### src/rtl/freqdiv_prog.sv
// Runtime-programmable clock divider: square or one-cycle pulse output, a tick strobe,
// and divisor changes that only take effect at period boundaries (wrap, clr, or while idle).
module freqdiv_prog #(
    parameter int CNT_W       = 27,
    parameter int DIV_DEFAULT = 100000000
) (
    input  logic             clk,
    input  logic             rst_n,
    input  logic             en,
    input  logic             clr,
    input  logic             mode,
    input  logic             div_load,
    input  logic [CNT_W-1:0] div_val,
    output logic             clk_out,
    output logic             tick,
    output logic [CNT_W-1:0] div_cur,
    output logic             load_err
);

    localparam logic [CNT_W-1:0] DIV_INIT = CNT_W'(DIV_DEFAULT);
    localparam logic [CNT_W-1:0] ONE      = CNT_W'(1);

    logic [CNT_W-1:0] cnt, cnt_nxt;
    logic [CNT_W-1:0] d, d_nxt;
    logic [CNT_W-1:0] p, p_nxt;
    logic             pv, pv_nxt;
    logic             clk_upd, clk_nxt;
    logic             wrap, load_ok, load_bad;
    logic [CNT_W-1:0] d_sel;

    assign wrap     = en & (cnt == d - ONE);
    assign load_ok  = div_load & (div_val != '0);
    assign load_bad = div_load & (div_val == '0);
    // A same-cycle load wins over an older pending value at any boundary.
    assign d_sel    = load_ok ? div_val : (pv ? p : d);

    always_comb begin
        cnt_nxt = cnt;
        d_nxt   = d;
        p_nxt   = p;
        pv_nxt  = pv;
        clk_upd = 1'b0;
        if (clr) begin
            cnt_nxt = '0;
            d_nxt   = d_sel;
            pv_nxt  = 1'b0;
            clk_upd = 1'b1;
        end else if (!en) begin
            if (load_ok) begin
                cnt_nxt = '0;
                d_nxt   = div_val;
                pv_nxt  = 1'b0;
                clk_upd = 1'b1;
            end
        end else if (wrap) begin
            cnt_nxt = '0;
            d_nxt   = d_sel;
            pv_nxt  = 1'b0;
            clk_upd = 1'b1;
        end else begin
            cnt_nxt = cnt + ONE;
            clk_upd = 1'b1;
            if (load_ok) begin
                p_nxt  = div_val;
                pv_nxt = 1'b1;
            end
        end
    end

    // With cnt_nxt==0 the square branch reduces to (floor(D'/2)==0), i.e. D'==1.
    assign clk_nxt = mode ? (cnt_nxt == '0) : (cnt_nxt >= (d_nxt >> 1));

    always_ff @(posedge clk or negedge rst_n) begin
        if (!rst_n) begin
            cnt      <= '0;
            d        <= DIV_INIT;
            p        <= '0;
            pv       <= 1'b0;
            clk_out  <= 1'b0;
            load_err <= 1'b0;
        end else begin
            cnt      <= cnt_nxt;
            d        <= d_nxt;
            p        <= p_nxt;
            pv       <= pv_nxt;
            load_err <= load_bad;
            if (clk_upd) begin
                clk_out <= clk_nxt;
            end
        end
    end

    assign tick    = wrap;
    assign div_cur = d;

endmodule
### config.mk
export PLATFORM = sky130hd
export DESIGN_NAME = freqdiv_prog
export DESIGN_NICKNAME = d
export VERILOG_FILES = /design/src/rtl/freqdiv_prog.sv
export SDC_FILE = /design/constraint.sdc
export NUM_CORES = 1
export LEC_CHECK = 0
export CAP_MARGIN = 10
export CORE_MARGIN = 3
export CORE_UTILIZATION = 58
export CTS_CLUSTER_SIZE = 30
export DETAILED_ROUTE_END_ITERATION = 16
export PLACE_DENSITY = 0.82
export SLEW_MARGIN = 20
export SYNTH_ARGS = -nofsm -noshare
export SYNTH_HDL_FRONTEND = slang
export SYNTH_SLANG_ARGS = --single-unit
### constraint.sdc
create_clock -name clk -period 7.1 [get_ports clk]
set_input_delay 0.71 -clock clk [delete_from_list [all_inputs] [get_ports clk]]
set_output_delay 0.71 -clock clk [all_outputs]
set_load 0.01 [all_outputs]
==> impl_metrics.toml <==
[outcome]
status = "completed"

[setup_path]
startpoint_type = "flip-flop"
path_cells = "nor3_1 > nand4_2 > or3_1 > a2111oi_2 > nand4_1 > buf_4 > o21ai_4 > nand3_4 > a222oi_1 > ha_1 > a21o_1 > a21o_1 > a21o_1 > a21o_1 > a211o_1 > a2111oi_0 > or4_1 > a21oi_1 > a2111oi_0 > o31a_1 > o21ai_1"
slowest_delay_ns = 0.60
r2r-start = "div_cur[2]"
cp-startpoint = "div_cur[2]"
cp_max_fo = 24
crit-reg2reg-capture = "clk_out"
reg2reg_slack_ns = 0.53
crit_family = "compound AO/OA/AOI/OAI gates"
r2r_cells = 21
cp_num_buf_inv = 1
end_kind = "flip-flop"
cp_data_arrival_time_ns = 6.83
critPathKind = "flip-flop to flip-flop"
cpMostUsedCell = "a21o_1"
path_depth = 21
cp_slowest_cell = "a2111oi_0"
crit_end = "clk_out"
required_ns = 7.36

[detailed_routing]
routed_wl_um = 18600
wl_per_cell_um = 22.4
drt_iter0_markers = 742
vias = 5667
ant_nets = 0
drc = 0
avgViaCountPerCell = 6.80
dr.pass1.iters = 6

[global_routing]
grt_max_degree = 85
gr-usage-met3_pct = 5.48
gr-usage-met2_pct = 51.2
grt_pass1_wl_um = 30200
busiest_layer = "met2"
grt_use_total_pct = 34.3
grt_overflow = 0
grt_use_met1_pct = 48.6
grt_pass1_vias = 5568
antenna_found_initial = 0

[cells_and_area]
layout.cells.non_filler = 833
diodes = 0
area_delta_synth_final_pct = 15.4
design_area_um2 = 6810
final_cell_mix = "dfrtp_1, clkdlybuf4s50_1, nand2_1, nor2_1, inv_1"
final_util_pct = 69.3
mostFrequentLayoutCell = "dfrtp_1"
drive_above_1_share_pct = 12.3
final_nets = 756

[clock_network]
hold_buffers = 0
cts-root-buf = "clkbuf_8"
htree_levels = 3
cts_buffers = 9
cts.reportedPaths.clkPinSlew_ns = 0.10
clockBufferDepth = 2
cts_resized = 0
cts_tree = "built"
post_cts_buffers = 0
clkLatencyLatePin_ns = 0.38
cts_sinks = 84

[placed_design]
hpwl_um = 13900
io_buffer_count = 62
placed_cell_area_um2 = 6570
finalWeightedCongestion = 1.02
dp.cells = 817

[floorplanning]
coreArea_um2 = 9820
die_h_um = 107
io_pins = 63
start_util_pct = 60.1
dieArea_um2 = 11400
rows = 36
die_width_um = 107

[synthesis]
synth_nets = 714
yosys_warnings = 0
async_flop_share_pct = 100
synthesis.area_um2 = 5900
synth_cells = 653
synth_edf_count = 0
ys_seq_area_share_pct = 35.9
synth_flop_cell = "dfrtp_1"
avgSynthCellArea_um2 = 9.03
ys_ff_latch = 84
ys_types = 71

[power]
p_sw_share_pct = 31.9
switchingPower_mw = 0.418
total_power_mw = 1.31
combPwrFrac_pct = 23.7
ir_drop_uv = 144
power_leakage_nw = 2.91
p_clk_share_pct = 30.7
internal_power_mw = 0.894
power_frac_seq_pct = 45.5
p_per_area_nw_per_um2 = 193

[timing]
fin_crit_sh_pct = 92.5
rsz0062_at_grt = "false"
setup_tns_ns = 0
finalHoldViolations = 0
finalClockSkew_ns = 0.0108
setup_viol = 0
drv_slew = 0
max_freq_mhz = 152
relSlewSlack_pct = 35.8
tightest_slew_ns = 0.954
period_minus_slack_ns = 6.57

[run]
maxCapViolations = 0

[hold_path]
hp-class = "input pin to asynchronous set/reset pin"
-- state kept, by name, indices dropped and copies added (netlist names) --
name	flops
p	27
cnt	27
pv	1
clk_out	1
div_cur	27
load_err	1
-- area by class of cell --
type,count,area [um^2]
Multi-Input combinational cell,492,3460
Fill cell,815,3010
Sequential cell,84,2120
Timing Repair Buffer,72,697
Tap cell,133,166
Clock buffer,10,138
Inverter,36,135
Clock inverter,6,93.8
-- metrics by stage --
step	hold slack (ns)	setup slack [ns]
floorplan	0.414	1.40
global placement	0.482	0.694
global route	0.436	0.120
CTS	0.512	0.397
detailed placement	0.491	0.435
finish	0.334	0.530
-- cells in the mapped netlist (8+ instances only) --
cell type  instances  area [um^2]
nand4_1           13         81.3
clkbuf_1          28          105
buf_2              8         40.0
nand2_1           59          221
o211ai_1          11         82.6
xor2_1            13          114
xnor2_1           23          201
a21oi_1           16         80.1
dfrtp_1           72         1800
nor4_1            12         75.1
nor3_1            26          130
and3_1            11         68.8
dfstp_2           12          315
mux2_2            27          304
nand3_1           18         90.1
a211oi_1           8         60.1
or4_1              8         60.1
a222oi_1          22          220
ha_1              28          350
o21ai_0           35          175
nor2_1            40          150
inv_1             36          135
a21o_1            17          128
-- cell families (layout without fill, tap and decap cells) --
group           after synthesis  after routing  share of synthesized area (%)
compound gates              167            167                           20.6
xor+xnor                     36             36                           5.35
fa+ha+maj                    28             28                           5.94
buf+inv                      77            124                           5.64
flops                        84             84                           35.9
mux                          28             28                           5.32
simple gates                233            233                           21.3
-- worst min path at each step --
stage / from / end / slack [ns] / cells past startpoint
global route: rst_n / cnt[4] / 0.44 / 1
CTS: p[0] / p[0] / 0.51 / 1
finish: rst_n / cnt[6] / 0.33 / 1
floorplan: rst_n / clk_out / 0.41 / 0
global placement: p[0] / p[0] / 0.48 / 1
detailed placement: p[0] / p[0] / 0.49 / 1
-- metal layers --
metal	vias to the layer above	part of all wire [%]
li1	2545	-
met1	2681	40
met2	376	45
met3	65	11
met4	0	4.2
met5	-	0
-- power groups by stage --
| stage | Sequential [mW] | Clock (mW) | Combinational (mW) |
|---|---|---|---|
| final | 0.597 | 0.403 | 0.311 |
| after global routing | 0.603 | 0.428 | 0.337 |
| after CTS | 0.594 | 0.406 | 0.307 |
| after detailed placement | 0.604 | 0 | 0.305 |
| after global placement | 0.600 | 0 | 0.295 |
| after floorplan | 0.590 | 0 | 0.180 |
Power figures use the tool's default switching activity.
